===== config.mk =====
export PLATFORM = sky130hd
export DESIGN_NAME = irrigation_sequencer_flat
export DESIGN_NICKNAME = d
export VERILOG_FILES = /design/src/rtl/irrigation_pkg.sv /design/src/rtl/irrigation_sequencer_if.sv /design/src/rtl/cycle_timer.sv /design/src/rtl/irrigation_sequencer.sv /design/src/flat_wrapper.sv
export SDC_FILE = /design/constraint.sdc
export NUM_CORES = 1
export LEC_CHECK = 0
export ABC_CLOCK_PERIOD_IN_PS = 1950
export CORE_ASPECT_RATIO = 1.75
export CORE_MARGIN = 5
export CORE_UTILIZATION = 35
export DETAILED_ROUTE_END_ITERATION = 10
export GPL_ROUTABILITY_DRIVEN = 0
export SLEW_MARGIN = 20
export SYNTH_ARGS = -nofsm -noshare
export SYNTH_HDL_FRONTEND = slang
export SYNTH_SLANG_ARGS = --single-unit

===== constraint.sdc =====
create_clock -name clk -period 1.95 [get_ports clk]
set_input_delay 0.2925 -clock clk [delete_from_list [all_inputs] [get_ports clk]]
set_output_delay 0.2925 -clock clk [all_outputs]
set_load 0.02 [all_outputs]

===== src/rtl/irrigation_pkg.sv =====
// Shared definitions for the irrigation sequencer: state codes and default timings.
package irrigation_pkg;

    typedef enum logic [2:0] {
        StIdle     = 3'd0,
        StFill     = 3'd1,
        StWater    = 3'd2,
        StCooldown = 3'd3,
        StAlarm    = 3'd4
    } state_e;

    localparam int unsigned WaterCyclesDef    = 8;
    localparam int unsigned FillTimeoutDef    = 16;
    localparam int unsigned CooldownCyclesDef = 4;

    // A run may only begin when asked for, the soil is dry and it is not raining.
    function automatic logic start_ok(input logic start, input logic dry, input logic rain);
        return start && dry && !rain;
    endfunction

endpackage


===== src/rtl/irrigation_sequencer_if.sv =====
// Sensor/command inputs and actuator/status outputs of the irrigation sequencer.
interface irrigation_sequencer_if;

    logic       start;
    logic       dry;
    logic       rain;
    logic       tank_low;
    logic       tank_full;
    logic       alarm_ack;
    logic       valve;
    logic       pump;
    logic       busy;
    logic       alarm;
    logic [2:0] state;

    // Controller side: drives requests and sensors, observes actuators.
    modport master (
        output start, dry, rain, tank_low, tank_full, alarm_ack,
        input  valve, pump, busy, alarm, state
    );

    // Sequencer side.
    modport slave (
        input  start, dry, rain, tank_low, tank_full, alarm_ack,
        output valve, pump, busy, alarm, state
    );

endinterface


===== src/rtl/cycle_timer.sv =====
// Saturating up-counter: clear has priority, counts while enabled, holds at LIMIT-1.
module cycle_timer #(
    parameter int unsigned LIMIT = 8
) (
    input  logic clk,
    input  logic rst_n,
    input  logic clr_i,
    input  logic en_i,
    output logic done_o
);

    localparam int unsigned W = $clog2(LIMIT + 1);
    localparam logic [W-1:0] LastCount = W'(LIMIT - 1);
    localparam logic [W-1:0] One = W'(1);

    logic [W-1:0] count_q, count_d;

    // Next count: clear, else step unless already at the last value.
    always_comb begin
        count_d = count_q;
        if (clr_i) begin
            count_d = '0;
        end else if (en_i && (count_q != LastCount)) begin
            count_d = count_q + One;
        end
    end

    // Count register.
    always_ff @(posedge clk or negedge rst_n) begin
        if (!rst_n) begin
            count_q <= '0;
        end else begin
            count_q <= count_d;
        end
    end

    assign done_o = (count_q == LastCount);

endmodule


===== src/rtl/irrigation_sequencer.sv =====
// Irrigation sequencer: optional tank fill, timed watering, cooldown, fill-timeout alarm.
module irrigation_sequencer
    import irrigation_pkg::*;
#(
    parameter int unsigned WATER_CYCLES    = WaterCyclesDef,
    parameter int unsigned FILL_TIMEOUT    = FillTimeoutDef,
    parameter int unsigned COOLDOWN_CYCLES = CooldownCyclesDef
) (
    input logic                   clk,
    input logic                   rst_n,
    irrigation_sequencer_if.slave bus
);

    state_e state_q, state_d;
    logic   valve_q, valve_d;
    logic   pump_q, pump_d;
    logic   busy_q, busy_d;
    logic   alarm_q, alarm_d;
    logic   water_done, fill_done, cool_done;

    // Water progress survives a refill; it is only restarted from IDLE.
    cycle_timer #(.LIMIT(WATER_CYCLES)) u_water_timer (
        .clk    (clk),
        .rst_n  (rst_n),
        .clr_i  (state_q == StIdle),
        .en_i   (state_q == StWater),
        .done_o (water_done)
    );

    // Every fill attempt gets a fresh timeout window.
    cycle_timer #(.LIMIT(FILL_TIMEOUT)) u_fill_timer (
        .clk    (clk),
        .rst_n  (rst_n),
        .clr_i  (state_q != StFill),
        .en_i   (state_q == StFill),
        .done_o (fill_done)
    );

    cycle_timer #(.LIMIT(COOLDOWN_CYCLES)) u_cool_timer (
        .clk    (clk),
        .rst_n  (rst_n),
        .clr_i  (state_q != StCooldown),
        .en_i   (state_q == StCooldown),
        .done_o (cool_done)
    );

    // Next state and the Moore outputs that go with it.
    always_comb begin
        state_d = state_q;
        unique case (state_q)
            StIdle: begin
                if (start_ok(bus.start, bus.dry, bus.rain)) begin
                    state_d = bus.tank_low ? StFill : StWater;
                end
            end
            StFill: begin
                // A full tank wins over a simultaneous timeout.
                if (bus.tank_full) begin
                    state_d = StWater;
                end else if (fill_done) begin
                    state_d = StAlarm;
                end
            end
            StWater: begin
                // Rain aborts first; a finished run does not bother refilling.
                if (bus.rain || water_done) begin
                    state_d = StCooldown;
                end else if (bus.tank_low) begin
                    state_d = StFill;
                end
            end
            StCooldown: begin
                if (cool_done) begin
                    state_d = StIdle;
                end
            end
            StAlarm: begin
                if (bus.alarm_ack) begin
                    state_d = StIdle;
                end
            end
            default: state_d = StIdle;
        endcase

        valve_d = (state_d == StWater);
        pump_d  = (state_d == StFill);
        busy_d  = (state_d != StIdle);
        alarm_d = (state_d == StAlarm);
    end

    // State register with registered outputs kept in step with it.
    always_ff @(posedge clk or negedge rst_n) begin
        if (!rst_n) begin
            state_q <= StIdle;
            valve_q <= 1'b0;
            pump_q  <= 1'b0;
            busy_q  <= 1'b0;
            alarm_q <= 1'b0;
        end else begin
            state_q <= state_d;
            valve_q <= valve_d;
            pump_q  <= pump_d;
            busy_q  <= busy_d;
            alarm_q <= alarm_d;
        end
    end

    assign bus.valve = valve_q;
    assign bus.pump  = pump_q;
    assign bus.busy  = busy_q;
    assign bus.alarm = alarm_q;
    assign bus.state = state_q;

endmodule


===== src/flat_wrapper.sv =====
// flat-port wrapper written by rule: the top's interface ports become plain ports
module irrigation_sequencer_flat import irrigation_pkg::*;
#(
    parameter int unsigned WATER_CYCLES    = WaterCyclesDef,
    parameter int unsigned FILL_TIMEOUT    = FillTimeoutDef,
    parameter int unsigned COOLDOWN_CYCLES = CooldownCyclesDef
)
  (clk, rst_n, bus_start, bus_dry, bus_rain, bus_tank_low, bus_tank_full, bus_alarm_ack, bus_valve, bus_pump, bus_busy, bus_alarm, bus_state);
  irrigation_sequencer_if bus_i ();
  input logic clk;
  input logic rst_n;
  input wire logic [$bits(bus_i.start)-1:0] bus_start;
  input wire logic [$bits(bus_i.dry)-1:0] bus_dry;
  input wire logic [$bits(bus_i.rain)-1:0] bus_rain;
  input wire logic [$bits(bus_i.tank_low)-1:0] bus_tank_low;
  input wire logic [$bits(bus_i.tank_full)-1:0] bus_tank_full;
  input wire logic [$bits(bus_i.alarm_ack)-1:0] bus_alarm_ack;
  output wire logic [$bits(bus_i.valve)-1:0] bus_valve;
  output wire logic [$bits(bus_i.pump)-1:0] bus_pump;
  output wire logic [$bits(bus_i.busy)-1:0] bus_busy;
  output wire logic [$bits(bus_i.alarm)-1:0] bus_alarm;
  output wire logic [$bits(bus_i.state)-1:0] bus_state;
  assign bus_i.start = bus_start;
  assign bus_i.dry = bus_dry;
  assign bus_i.rain = bus_rain;
  assign bus_i.tank_low = bus_tank_low;
  assign bus_i.tank_full = bus_tank_full;
  assign bus_i.alarm_ack = bus_alarm_ack;
  assign bus_valve = bus_i.valve;
  assign bus_pump = bus_i.pump;
  assign bus_busy = bus_i.busy;
  assign bus_alarm = bus_i.alarm;
  assign bus_state = bus_i.state;
  irrigation_sequencer #(.WATER_CYCLES(WATER_CYCLES), .FILL_TIMEOUT(FILL_TIMEOUT), .COOLDOWN_CYCLES(COOLDOWN_CYCLES)) u_core (.clk(clk), .rst_n(rst_n), .bus(bus_i));
endmodule

* Word level (Yosys, flattened, before mapping) *
Index checks and enable logic that the tools add are counted.

operators by class
  add/subtract/negate cells = 3
  eq/ne operators = 15
  muxes and demuxes = 15
  reduce and logical (&&, ||, !) cells = 12

operators by type and width
  kind                 count
  $mux 3               9
  $pmux 3 s5           1
  $eq 3x2->1 const B   4
  $mux 5               2
  $mux 4               2
  $eq 3x1->1 const B   2
  $eq 3x3->1 const B   2
  $ne 3x2->1 const B   2
  $reduce_bool 2->1    3
  $add 5x1->5 const B  1
  $eq 5x4->1 const B   1
  $logic_and 1x1->1    5
  $ne 5x4->1 const B   1
  $add 4x1->4 const B  1
  $eq 4x3->1 const B   1
  $ne 4x3->1 const B   1
  $add 3x1->3 const B  1
  $logic_not 3->1      1
  $ne 3x1->1 const B   1
  $reduce_bool 3->1    1
  $mux 2               1
  $logic_not 1->1      1
  $logic_or 1x1->1     1

storage, ports and cells
  bits in registers = 19
  input bits = 8
  output and inout port bits = 7
  word-level logic and storage cells = 53

* Logic depth before layout (Yosys ltp) *
Gate-level depths: netlist (run 1).

  depth after elaboration = 5
  gate-level depth with buffers = 8
  gate-level depth less buffers = 7

* Cells and area by module *
Synthesis (run 1) repeated with hierarchy kept, for this count alone.

unflattened totals
  cells, all modules = 95
  area total of the unflattened synthesis = 1021.0 um^2

by module, submodules not included
  module                              instances  cells an instance  area each (um^2)  seq. area each (um^2)
  irrigation_sequencer                1          37                 371.6             175.2
  cycle_timer (u_core.u_fill_timer)   1          23                 260.2             125.1
  cycle_timer (u_core.u_water_timer)  1          20                 211.5             100.1
  cycle_timer (u_core.u_cool_timer)   1          15                 177.7             75.1

* Least setup slack after synthesis (run 1) *
OpenSTA, ideal clock, no wires.

  kind = reg-to-reg
  start point = register u_core.u_fill_timer.count_q[0]
  end point = register u_core.busy_q, in the netlist u_core.bus.busy
  setup time = 132 ps
  arrival = 1731 ps
  required time = 1818 ps
  slack = 87 ps
  stages on the path, launching flop included = 9
  path buffers = 1
  clock period less this slack = 1863 ps
  cells stage by stage = dfrtp_1 > ha_1 > and3_1 > ha_1 > buf_6 > nor4bb_1 > a21oi_1 > nor2_1 > or3b_1

on the way
  longest elaborated chain between the ends = 5

ends and longest elaborated chain
  item                    RTL line                     RTL
  from (decl)             cycle_timer.sv:16            logic [W-1:0] count_q, count_d;
  from (signal assigned)  cycle_timer.sv:33            count_q <= count_d;
  $eq 5x4->1              cycle_timer.sv:37            assign done_o = (count_q == LastCount);
  $mux 3                  irrigation_sequencer.sv:60   end else if (fill_done) begin
  $mux 3                  irrigation_sequencer.sv:58   if (bus.tank_full) begin
  $pmux 3 s5              irrigation_sequencer.sv:50   unique case (state_q)
  net u_core.state_d[2]   irrigation_sequencer.sv:14   state_e state_q, state_d;
  $reduce_bool 3->1       irrigation_sequencer.sv:87   busy_d = (state_d != StIdle);
  net u_core.busy_d       irrigation_sequencer.sv:17   logic busy_q, busy_d;
  to (signal assigned)    irrigation_sequencer.sv:103  busy_q <= busy_d;
  to (decl)               irrigation_sequencer.sv:17

The timed path passes the listed nets, and every way through them passes these cells.
A chain may end at the register's enable or synchronous reset.

* Worst setup path in the final report (run 1) *
Ends and elaborated chain as after synthesis.

==> key figures, run 1 <==
Critical path
  • Reg2Reg Setup Slack: between 0.09 and 0.1 ns
  • Worst r2r dst: u_core.bus.busy
  • WP data arrival: roughly 2.0 ns
  • Critical Path RT: ~2.1 ns
  • Critical Path End Type: flop
  • Max FO, Critical Path: 3
  • Worst Setup Start Kind: flop
  • Setup Crit Path Kind: flop to flop
  • R2R depth: 7
  • Worst r2r src: u_core.u_fill_timer.count_q[0]

Clock network
  • Worst-Skew Late Latency: 0.25 ns
  • CTS tree: yes
  • CTS buffer count: 3
  • H-tree levels: 1
  • Root Driver: clkbuf_8
  • CTS Sinks: 19
  • Reg clk slew, reported paths: 0.07 ns
  • Max Buffers Root-to-Sink: 2

Detailed routing
  • Wire per inst: 12.9 um
  • Via density: 5.17
  • Via count: 739
  • Total iterations of the first detailed-routing run: 4
  • Initial DRC count: 21
  • Antenna-violating nets left: 0
  • WL final: 1.85 mm
  • # DRC: 0

Floorplan
  • # rows: 26
  • Total Die Area: between 4000 and 5000 sq um
  • Die W: 50.8 um
  • Core area: 2860 sq um
  • Initial Util: 0.355
  • # IOs: 15
  • Die Height: 81.3 um

Final layout
  • Filler Cell Count: between 200 and 300
  • Multi-input logic area: 479 sq um
  • Area Growth Syn to Fin: 21.6%
  • Post-layout instance area: 1240 sq um
  • Final #Nets: 129
  • Most frequent cells in the layout: 19 x nor2_1, 19 x dfrtp_1, 14 x clkdlybuf4s50_1, 7 x a21oi_1
  • ANT cells: 0
  • Share of layout cells above drive strength 1: 0.130
  • Fin util: 0.432
  • Reg area: 475 sq um

Min path
  • Hold Crit Class: input port to async pin

Global routing
  • Total GRT Usage: 0.104
  • Total grt overflow: 0
  • Global-route wire length before repair: 3.39 mm
  • Vias in the first global route: 793
  • Largest net degree at the start of global routing: 20
  • Initial antenna violation count: 0

Synthesis
  • Syn nets: 110
  • Multiplexer share of the synthesized area: 0.0197
  • Synth Area in Simple Gates: 0.237
  • Post-synth ARST share: 1.00
  • EDFF count, synth: 0
  • Main combinational cell family by area after synthesis: simple AND/OR/NAND/NOR gates
  • Synth Register Bits: 19
  • Post-synth cell types: 38
  • Synth top area cells: dfrtp_1 47%, nor2_1 7.0%, ha_1 6.2%, buf_6 4.4%, a21oi_1 3.4%
  • Synth Area in XOR/XNOR: 0.0344
  • Post-synthesis compound-gate area fraction: 0.107
  • Post-synthesis adder-cell area fraction: 0.0615
  • Avg Cell Area, Syn: roughly 10 sq um
  • Yosys top cell by area: dfrtp_1
  • Post-Syn Area: 1020 sq um
  • Synth top area share: 0.467
  • Yosys warns: 0
  • Ys flop type: dfrtp_1
  • Post-synthesis sequential area ratio: 0.467
  • Syn Inst Count: between 90 and 100

Power
  • Pleak: approximately 0.56 nW
  • PD cells: 1250 nW/um^2
  • Worst vdd ir: 0.000657 V
  • Total power: approximately 1.6 mW

Place
  • Hpwl dp: 1.38 mm
  • Placed cell areas: 1170 sq um
  • Buffers on Ports: 14

STA
  • Worst Max-Slew Pin Slew: 0.395 ns
  • Fmax: 538 MHz
  • RSZ-0062 raised after global routing: no
  • Final hold violation count: 0
  • Relative slew slack: 0.735
  • Final worst path period need: 1.86 ns
  • Final worst-path cycle share: 0.952
  • Clk_skew: around 0.0012 ns
  • Slew Limit Fails: 0
  • Setup TNS: 0 ns
  • Final setup viols: 0
  • Hold WS: 0.377 ns

Run status
  • Status: finished, final reports clean

Job
  • Max cap viols: 0
[repair_timing]
| action | in CTS | in global routing |
|---|---|---|
| hold endpoints to repair | 0 | 0 |
| hold buffers | 0 | 0 |
| setup endpoints to repair | 0 | 3 |
| setup buffers | 0 | 2 |
| resized for setup | 0 | 2 |
[registers in the layout, summed over array words and instances, names as in the netlist]
name and flops:
u_core.bus.state 3, u_core.u_cool_timer.count_q 3, u_core.bus.valve 1, u_core.bus.alarm 1
u_core.u_fill_timer.count_q 5, u_core.u_water_timer.count_q 4, u_core.bus.busy 1, u_core.bus.pump 1
[metrics by stage]
stage	setup WS, ns	instances
6_report	0.0928	143
5_1_grt	0.00194	143
4_1_cts	0.0399	141
3_5_place_dp	0.00846	137
3_3_place_gp	0.0378	137
2_1_floorplan	0.0869	97
[cell usage after synthesis (2+ instances only)]
| library cell | instances |
|---|---|
| a21oi_1 | 7 |
| buf_6 | 4 |
| dfrtp_1 | 19 |
| ha_1 | 5 |
| inv_1 | 5 |
| mux2i_1 | 2 |
| nand3_1 | 2 |
| nor2_1 | 19 |
| o2bb2ai_1 | 2 |
| or3_1 | 2 |
| xor2_1 | 3 |
[layout make-up]
class | count | area share
multi-input cells | 67 | 0.387
flip-flops and latches | 19 | 0.384
repair buffers | 19 | 0.144
clock buffers | 4 | 0.0364
well taps | 28 | 0.0283
inverters | 6 | 0.0202
[worst max-delay path, stage by stage, from the launching register on]
cell,delay (ns)
dfrtp_1,0.40
ha_1,0.21
and3_1,0.19
ha_2,0.18
nor4bb_1,0.14
a21oi_1,0.18
nor2_1,0.08
or3b_1,0.35
[power breakdown]
group | total (mW) | internal [mW] | switching (mW)
sequential | 0.635 | 0.509 | 0.126
clock | 0.269 | 0.145 | 0.124
combinational | 0.646 | 0.322 | 0.324
[cell families after synthesis]
family,Yosys count
flip-flops,19
buffers and inverters,11
AND/OR/NAND/NOR,40
adder cells (fa/ha/maj),5
XOR/XNOR,4
AO/OA/AOI/OAI,16
multiplexers,2
[how the worst max path moves through the flow]
| stage | start | endpoint | slack, ns | depth (start not counted) |
|---|---|---|---|---|
| floorplan | u_core.u_fill_timer.count_q[0] | u_core.bus.busy | 0.09 | 8 |
| global route | u_core.u_fill_timer.count_q[0] | u_core.bus.busy | 0.002 | 7 |
| CTS | u_core.u_fill_timer.count_q[0] | u_core.bus.pump | 0.04 | 6 |
| detailed placement | bus_rain | u_core.bus.busy | 0.008 | 5 |
| finish | u_core.u_fill_timer.count_q[0] | u_core.bus.busy | 0.09 | 7 |
| global placement | bus_rain | u_core.bus.busy | 0.04 | 5 |
[routing by layer]
metal	share of wire	up-vias	wire, um	global-route usage
li1	-	380	-	-
met1	0.44	346	808	0.116
met2	0.52	11	960	0.179
met3	0.033	2	61	0.0183
met4	0.011	0	21	0.0614
met5	0	-	0	0
No activity file was read; power rests on OpenSTA's default activity.
==> run 2, diff against run 1 <==
--- a/config.mk
+++ b/config.mk
@@ -8,7 +8,7 @@
 export ABC_CLOCK_PERIOD_IN_PS = 1950
 export CORE_ASPECT_RATIO = 1.75
 export CORE_MARGIN = 5
-export CORE_UTILIZATION = 35
+export CORE_UTILIZATION = 40
 export DETAILED_ROUTE_END_ITERATION = 10
 export GPL_ROUTABILITY_DRIVEN = 0
 export SLEW_MARGIN = 20
==> key figures, run 2 (synthesized netlist as in run 1, its figures left out) <==
Run status
  • Status: finished, final reports clean

Job
  • Max cap viols: 0

Place
  • Place WS: 0.0123 ns
  • # placed instances: 136
  • Buffers on Ports: 14
  • Hpwl dp: roughly 1.4 mm

Clock network
  • Max Buffers Root-to-Sink: 2
  • CTS tree: yes
  • CTS buffer count: 3
  • Root Driver: clkbuf_8
  • Worst-Skew Late Latency: 0.25 ns
  • H-tree levels: 1
  • Post-CTS setup buffer count: 0
  • CTS Sinks: 19
  • CTS Hold Bufs: 0
  • Reg clk slew, reported paths: about 0.07 ns
  • # resized after CTS: 0

Critical path
  • Critical Path RT: roughly 2.1 ns
  • Crit path largest cell delay: 0.40 ns
  • Cell family with most CP delay: simple AND/OR/NAND/NOR gates
  • Worst Setup Start Kind: flop
  • CP max-delay cell: dfrtp_1
  • Critical Path End Type: flop
  • CP dominant cell by count: ha_1
  • Setup Crit Path Kind: flop to flop
  • Critical Path, Cell by Cell: ha_1, and3_1, ha_1, nor4bb_1, a21oi_1, nor2_1, or3b_1
  • WP data arrival: roughly 2.0 ns
  • Crit path buffers/inverters: 0
  • Max FO, Critical Path: 3

Floorplan
  • Die Height: 76.7 um
  • Initial Util: 0.413
  • Total Die Area: 3690 sq um
  • # IOs: 15
  • Die W: 48.1 um
  • # rows: 24
  • Core area: 2460 sq um

Power
  • Total power: 1.52 mW
  • Pleak: 0.549 nW
  • PD cells: 1250 nW/um^2
  • Worst vdd ir: 0.000636 V

STA
  • Clk_skew: 0.00144 ns
  • Setup TNS: 0 ns
  • Worst setup margin: 0.0998 ns
  • Relative slew slack: 0.747
  • Final setup viols: 0
  • Final worst-path cycle share: 0.949
  • RSZ-0062 raised after global routing: no
  • Worst Max-Slew Pin Slew: 0.379 ns
  • Final worst path period need: 1.85 ns
  • Slew Limit Fails: 0
  • Final hold violation count: 0
  • Fmax: between 500 and 600 MHz

Global routing
  • Total GRT Usage: 0.114
  • Global-route wire length before repair: 3.13 mm
  • Vias in the first global route: 741
  • Largest net degree at the start of global routing: 20
  • Initial antenna violation count: 0
  • Total grt overflow: 0

Final layout
  • Max reg flops: 5
  • Final #Nets: 128
  • Non-Filler Instances: 140
  • Share of layout cells above drive strength 1: 0.114
  • ANT cells: 0
  • Largest reg by FF count: u_core.u_fill_timer.count_q
  • Biggest regs: u_core.u_fill_timer.count_q x5, u_core.u_water_timer.count_q x4
  • Area Growth Syn to Fin: 19.6%
  • Most frequent cells in the layout: 19 x nor2_1, 19 x dfrtp_1, 14 x clkdlybuf4s50_1, 7 x a21oi_1

Detailed routing
  • WL final: between 1.5 and 2 mm
  • Via count: 746
  • Via density: about 5.3
  • Antenna-violating nets left: 0
  • Initial DRC count: 13
  • Total iterations of the first detailed-routing run: 4
  • # DRC: 0
  • Wire per inst: 13.5 um

Min path
  • Hold Crit Class: input port to async pin
run 2: cell types whose count changed in the layout (fill, tap and decap cells not counted), sizes merged:
cell / change
buf: -1
run 2: layer usage:
layer | routed length, um | track usage | vias up
met1 | 780 | 0.138 | 358
met5 | 0 | 0 | -
li1 | - | - | 371
met2 | 1020 | 0.184 | 15
met3 | 70 | 0.0211 | 2
met4 | 23 | 0.0485 | 0
run 2: final cells by class:
| class | instances | area [sq um] |
|---|---|---|
| Tap cell | 26 | 32.5 |
| Sequential cell | 19 | 475 |
| Clock buffer | 4 | 45.0 |
| Timing Repair Buffer | 18 | 170 |
| Inverter | 6 | 25.0 |
| Fill cell | 237 | 1250 |
| Multi-Input combinational cell | 67 | 468 |
run 2: path summary, 6_finish.rpt:
kind	start	end	slack [ns]	cells past startpoint
max in group asynchronous	rst_n	u_core.u_cool_timer.count_q[1]	1.38	2
min in group clk	u_core.u_cool_timer.count_q[2]	u_core.u_cool_timer.count_q[2]	0.51	2
min reg2reg	u_core.u_cool_timer.count_q[2]	u_core.u_cool_timer.count_q[2]	0.51	2
max reg2reg	u_core.u_fill_timer.count_q[1]	u_core.bus.busy	0.1	7
max	u_core.u_fill_timer.count_q[1]	u_core.bus.busy	0.1	7
min	rst_n	u_core.bus.pump	0.37	2
run 2: power breakdown:
group          switching, mW  internal [mW]
sequential             0.124          0.509
combinational          0.321          0.303
clock                  0.120          0.145
total                  0.565          0.957
run 2: per-stage QoR:
| stage | hold WS (ns) | area (sq um) | utilization |
|---|---|---|---|
| after floorplan | -0.00309 | 1020 | - |
| after global placement | 0.494 | 1170 | 0.476 |
| after detailed placement | 0.505 | 1170 | 0.476 |
| after CTS | 0.384 | 1220 | 0.494 |
| after global routing | 0.391 | 1220 | 0.494 |
| final | 0.373 | 1220 | 0.494 |
run 2: worst reg2reg max path, cell delays in order (launching register included):
cell	delay, ns
dfrtp_1	0.40
ha_1	0.19
and3_1	0.18
ha_1	0.21
nor4bb_1	0.15
a21oi_1	0.16
nor2_1	0.08
or3b_1	0.35
